--- src/rtl/pipe_chain.sv ---
// Elastic valid/ready register chain (DEPTH stages, bubble collapsing, per-stage flush).
// Define PIPE_CHAIN_SKID_EN for a one-entry input skid buffer with a registered in_ready.
module pipe_chain #(
  parameter int WIDTH = 32,
  parameter int DEPTH = 4,
  parameter int CNTW  = $clog2(DEPTH + 2)
) (
  input  logic             clk,
  input  logic             rst,
  input  logic             in_valid,
  output logic             in_ready,
  input  logic [WIDTH-1:0] in_data,
  output logic             out_valid,
  input  logic             out_ready,
  output logic [WIDTH-1:0] out_data,
  input  logic [DEPTH-1:0] flush,
  output logic [CNTW-1:0]  occupancy
);

  logic [DEPTH-1:0] validQ;
  logic [DEPTH-1:0] validD;
  logic [DEPTH-1:0] adv;
  logic [DEPTH-1:0] killMask;
  logic [WIDTH-1:0] dataQ [DEPTH];
  logic             olderFull;
  logic             accept0;
  logic             anyFlush;
  logic             inXfer;
  logic             srcValid;
  logic             skidValidD;
  logic [WIDTH-1:0] srcData;
  logic [CNTW-1:0]  occQ;
  logic [CNTW-1:0]  occD;

  assign anyFlush = |flush;
  assign inXfer   = in_valid & in_ready;

  // A stage advances when any older stage is empty or the output is draining.
  // NOTE: every variable written here gets a value before any branch or loop, so no latch is inferred.
  always_comb begin
    adv       = '0;
    olderFull = 1'b1;
    for (int i = 0; i < DEPTH; i++) begin
      olderFull = 1'b1;
      for (int j = i + 1; j < DEPTH; j++) olderFull = olderFull & validQ[j];
      adv[i] = out_ready | ~olderFull;
    end
  end

  // Stage i dies when any flush bit at index i or above is set (highest index wins).
  always_comb begin
    killMask = '0;
    for (int i = 0; i < DEPTH; i++) killMask[i] = |(flush >> i);
  end

  // Stage 0 takes a new item when it is empty or its own content moves on.
  assign accept0 = ~validQ[0] | adv[0];

`ifdef PIPE_CHAIN_SKID_EN
  logic             skidValidQ;
  logic             inReadyQ;
  logic [WIDTH-1:0] skidDataQ;

  assign in_ready   = inReadyQ & ~rst;
  assign srcValid   = skidValidQ | inXfer;
  assign srcData    = skidValidQ ? skidDataQ : in_data;
  assign skidValidD = srcValid & ~accept0 & ~anyFlush;

  always_ff @(posedge clk or posedge rst) begin
    if (rst) begin
      skidValidQ <= 1'b0;
      skidDataQ  <= '0;
      inReadyQ   <= 1'b1;
    end else begin
      skidValidQ <= skidValidD;
      inReadyQ   <= ~skidValidD;
      if (~skidValidQ & inXfer & ~accept0) skidDataQ <= in_data;
    end
  end
`else
  assign in_ready   = accept0 & ~anyFlush & ~rst;
  assign srcValid   = inXfer;
  assign srcData    = in_data;
  assign skidValidD = 1'b0;
`endif

  // A transfer out of a killed stage never sets the receiving stage valid.
  always_comb begin
    validD    = '0;
    validD[0] = (srcValid & accept0) | (validQ[0] & ~adv[0]);
    for (int i = 1; i < DEPTH; i++) begin
      validD[i] = (validQ[i-1] & adv[i-1] & ~killMask[i-1]) | (validQ[i] & ~adv[i]);
    end
    validD = validD & ~killMask;
  end

  always_comb begin
    occD = CNTW'(skidValidD);
    for (int i = 0; i < DEPTH; i++) occD = occD + CNTW'(validD[i]);
  end

  // NOTE: stage payloads are reset because out_data must read zero out of reset; an empty stage otherwise just holds its data.
  // NOTE: sequential state uses <= so every stage samples its neighbour's pre-edge value.
  always_ff @(posedge clk or posedge rst) begin
    if (rst) begin
      validQ <= '0;
      occQ   <= '0;
      for (int i = 0; i < DEPTH; i++) dataQ[i] <= '0;
    end else begin
      validQ <= validD;
      occQ   <= occD;
      if (srcValid & accept0) dataQ[0] <= srcData;
      for (int i = 1; i < DEPTH; i++) begin
        if (validQ[i-1] & adv[i-1]) dataQ[i] <= dataQ[i-1];
      end
    end
  end

  assign out_valid = validQ[DEPTH-1] & ~rst;
  assign out_data  = dataQ[DEPTH-1];
  assign occupancy = occQ;

endmodule
--- config.mk ---
export PLATFORM = sky130hd
export DESIGN_NAME = pipe_chain
export DESIGN_NICKNAME = d
export VERILOG_FILES = /design/src/rtl/pipe_chain.sv
export SDC_FILE = /design/constraint.sdc
export NUM_CORES = 1
export LEC_CHECK = 0
export CORE_MARGIN = 2
export CORE_UTILIZATION = 29
export CTS_BUF_LIST = sky130_fd_sc_hd__clkbuf_16
export CTS_CLUSTER_SIZE = 28
export DETAILED_ROUTE_END_ITERATION = 10
export GPL_TIMING_DRIVEN = 1
export REMOVE_ABC_BUFFERS = 1
export SYNTH_ARGS = -nofsm -noshare
export SYNTH_HDL_FRONTEND = slang
export SYNTH_SLANG_ARGS = --single-unit
--- constraint.sdc ---
create_clock -name clk -period 9.4 [get_ports clk]
set_input_delay 1.88 -clock clk [delete_from_list [all_inputs] [get_ports clk]]
set_output_delay 1.88 -clock clk [all_outputs]
set_load 0.05 [all_outputs]
; Word level (Yosys, flattened, before mapping)
; Cells that the tools add are included.
[word_totals]
reg_bits = 135
input_bits = 40
out_inout_bits = 37
word_cells = 52
[op_classes]
n_addsub = 3
bitwise_logic = 40
n_reduce_logical = 3
[op_table]
columns = operator, n
row1 = $and A1 B1 Y1, 18
row2 = $not A1 Y1, 12
row3 = $or A1 B1 Y1, 8
row4 = $and A4 B4 Y4, 1
row5 = $not A4 Y4, 1
row6 = $reduce_or A4 Y1, 1
row7 = $add A2 B1 Y3, 1
row8 = $add A3 B1 Y3, 1
row9 = $reduce_or A3 Y1, 1
row10 = $add A1 B1 Y2, 1
row11 = $reduce_or A2 Y1, 1

; Logic depth before layout (Yosys ltp)
[depth]
ltp_word = 14
depth_mapped = 7
depth_no_buf = 7

; Least setup slack after synthesis
; OpenSTA, ideal clock, no wires.
[synth_path]
path_type = input port to output port
startpoint = in flush[3]
endpoint = out in_ready
t_arrival_ns = 3.658
required_time_ns = 7.520
path_slack_ns = 3.862
cell_stages = 2
path_buffers = 0
path_cell_list = or4_4 -> a211oi_1
[synth_via]
elab_chain_len = 4
[synth_rtl]
columns = element, line
row1 = from (decl), 16  ; input logic [DEPTH-1:0] flush,
row2 = $reduce_or A4 Y1, 35  ; assign anyFlush = |flush;
row3 = $not A1 Y1, 81  ; assign in_ready = accept0 & ~anyFlush & ~rst;
row4 = $and A1 B1 Y1 (2 in series), 81
row5 = to (decl), 11  ; output logic in_ready,
; No other way between the ends.

; Worst setup path in the final report
; Ends and elaborated chain as after synthesis.

==> results.yml <==
status:
  status: "finished clean"
grt:
  overflow: 0
  antenna_found_initial: 0
  grt_max_degree: 71
  grt_pass1_wl_mm: 16.0
  grt_pass1_vias: 3125
  track_usage_pct: 10.6
sta:
  setup_viol: 0
  max_slew.worst_pin.slew_ns: 1.04
  period_needed_ns: 5.96
  max_slew_margin_pct: 31.0
  max_clock_freq_ghz: 0.168
  tns_ns: 0
  hold_viol: 0
  finClkSkew_ns: 0.00871
  rsz0062_at_grt: "no"
  slew_violations: 0
  finalCritPeriodShare_pct: 63.4
logic_synthesis:
  postSynthCellCount: 337
  synth_edf_count: 0
  yosysMostFrequentCell: "dfrtp_1"
  async_reset_ff_share_pct: 100
  ys_ff_latch: 135
  yosysTopAreaCellShare_pct: 63.2
  yosysWarnings: 0
  ys_top_cells_by_area: "dfrtp_1, mux2_2, buf_4, buf_6, mux2_1"
  synthDistinctLibCells: 23
  syn_area_per_cell_um2: 15.9
  ys.flop_type: "dfrtp_1"
  seq_area_frac_synth_pct: 63.2
  synth_top_area_cell: "dfrtp_1"
  synth_area_um2: 5350
  synth_common_cells: "dfrtp_1, mux2_2, buf_4"
worst_setup_path:
  cp.depth: 4
  path_max_fanout: 4
  crit_type: "in2out"
  crit_chain: "clkdlybuf4s50_1 -> or4_4 -> a211oi_1 -> clkdlybuf4s50_1"
  cp.buffers_inverters: 2
  cp-start-kind: "primary input"
  cpMaxStageDelayCell: "clkdlybuf4s50_1"
  crit_path_end_kind: "primary output"
  cp.required_ns: 7.52
  slowest_delay_ns: 0.86
  cpLargestDelayFamily: "buffers and inverters"
  path_common_cell: "clkdlybuf4s50_1"
  critPathArrivalTime_ns: 4.08
  r2r_cells: 7
place:
  place_congestion: 0.734
  portBuffers: 76
  post-dp-hpwl_mm: 5.74
detailed_routing:
  detail-route-antenna-nets: 0
  route.detailed.drc: 0
  initialDrtViolationCount: 59
  dr.pass1.iters: 2
  routed_wirelength_mm: 9.59
  vias_per_cell: 4.33
  wl_per_cell_um: 15.2
  vias: 2730
cts:
  cts_resized: 0
  insertion_delay_ns: 0.40
  postCtsHoldBufs: 0
  clockBufferDepth: 2
  cts_tree: "built"
  cts_sinks: 135
  htree_num_levels: 4
  cts_made_buffers: 17
  cts_root_buffer: "clkbuf_16"
  post_cts_buffers: 0
  clk_transition_reported_paths_ns: 0.05
hold_path:
  hold_path.class: "reg2reg"
  hold_depth: 1
floorplanning:
  die_h_um: 140
  dieArea_um2: 19500
  io_pins: 77
  core_area_um2: 18000
  initial_core_util_pct: 29.7
  die_x_um: 140
  row_count: 49
power_and_ir_drop:
  power_density_nw_per_um2: 204
  peakVddDrop_mv: 0.121
  leakage_nw: 3.21
  power.total_mw: 1.36
layout:
  n_fill_cell: 1696
  drive_above_1_share_pct: 39.4
  nets: 432
  antenna_cells: 0
  area_growth_pct: 24.8
flow_run:
  maxCapViolCount: 0
==> worst register-to-register path, delay by kind of cell (launching register included) <==
family	cells	cell delay (ns)
AO/OA/AOI/OAI	1	0.20
adder cells (fa/ha/maj)	3	0.99
buffers and inverters	1	0.05
flip-flops	1	0.39
AND/OR/NAND/NOR	2	0.44
==> placed cells by master (no fill, tap or decap) <==
cell             count
clkbuf_16           17
clkdlybuf4s50_1     76
and4b_1              1
nand3b_1             1
buf_4                2
o21ai_0              1
a21o_1               2
fa_1                 1
nand2b_2             1
mux2_2             125
dfrtp_1            135
clkinvlp_4           2
a211oi_4             1
a21oi_1              1
inv_6                1
nand2_1              1
nand2_2              2
bufinv_16            3
clkinv_1             4
or4_4                1
nor2b_1              2
mux2_1               3
inv_1                6
clkinv_2             3
a211oi_1             2
nand2b_1             4
ha_1                 2
nor3_1               1
==> through the flow <==
step	util [%]	instance area [µm²]	hold WS, ns	cells	worst slack [ns]
finish	37.0	6680	0.486	630	3.44
global route	37.0	6680	0.510	630	3.39
CTS	37.0	6680	0.492	630	3.43
detailed placement	33.9	6110	0.480	599	3.43
global placement	33.9	6110	0.468	599	3.50
floorplan	-	5030	0.454	292	3.86
==> final cells by class <==
type / count / area, µm² / share of cell area [%]
sequential: 135 / 3380 / 50.6
multi-input combinational: 152 / 1640 / 24.6
timing repair buffer: 78 / 776 / 11.6
clock buffer: 17 / 425 / 6.37
tap: 229 / 287 / 4.29
clock inverter: 14 / 143 / 2.14
inverter: 5 / 23.8 / 0.356
==> final timing paths <==
check / startpoint / endpoint / slack [ns]
max in group asynchronous: rst / validQ[0] / 6.11
worst min register to register: dataQ[107] / dataQ[107] / 0.49
worst max register to register: validQ[2] / occupancy[1] / 7.22
worst min-delay path: dataQ[107] / dataQ[107] / 0.49
worst max-delay path: flush[3] / in_ready / 3.44
min in group asynchronous: rst / dataQ[118] / 2.02
==> routing by layer <==
layer	routed length, µm	share of wire, %	track usage [%]
met1	4050	42	12.1
met5	0	0	0
met3	484	5.0	4.54
met2	4910	51	18.0
met4	138	1.4	3.63
==> state kept, by name, indices dropped and copies added, names as in the netlist <==
register and cells:
occupancy 3, dataQ 96, out_data 32, validQ 4
==> cell families after synthesis <==
| logic type | synth area share [%] |
|---|---|
| AOI/OAI and AO/OA | 1.12 |
| adders and majority gates | 0.842 |
| buffers and inverters | 6.25 |
| DFF | 63.2 |
| muxes | 27.0 |
| and+or+nand+nor | 1.66 |
==> power breakdown <==
group | internal (mW) | switching (mW) | total, mW
Sequential | 0.627 | 0.0209 | 0.648
Combinational | 0.0487 | 0.0269 | 0.0755
Clock | 0.408 | 0.231 | 0.639
No activity file was read; power rests on OpenSTA's default activity.
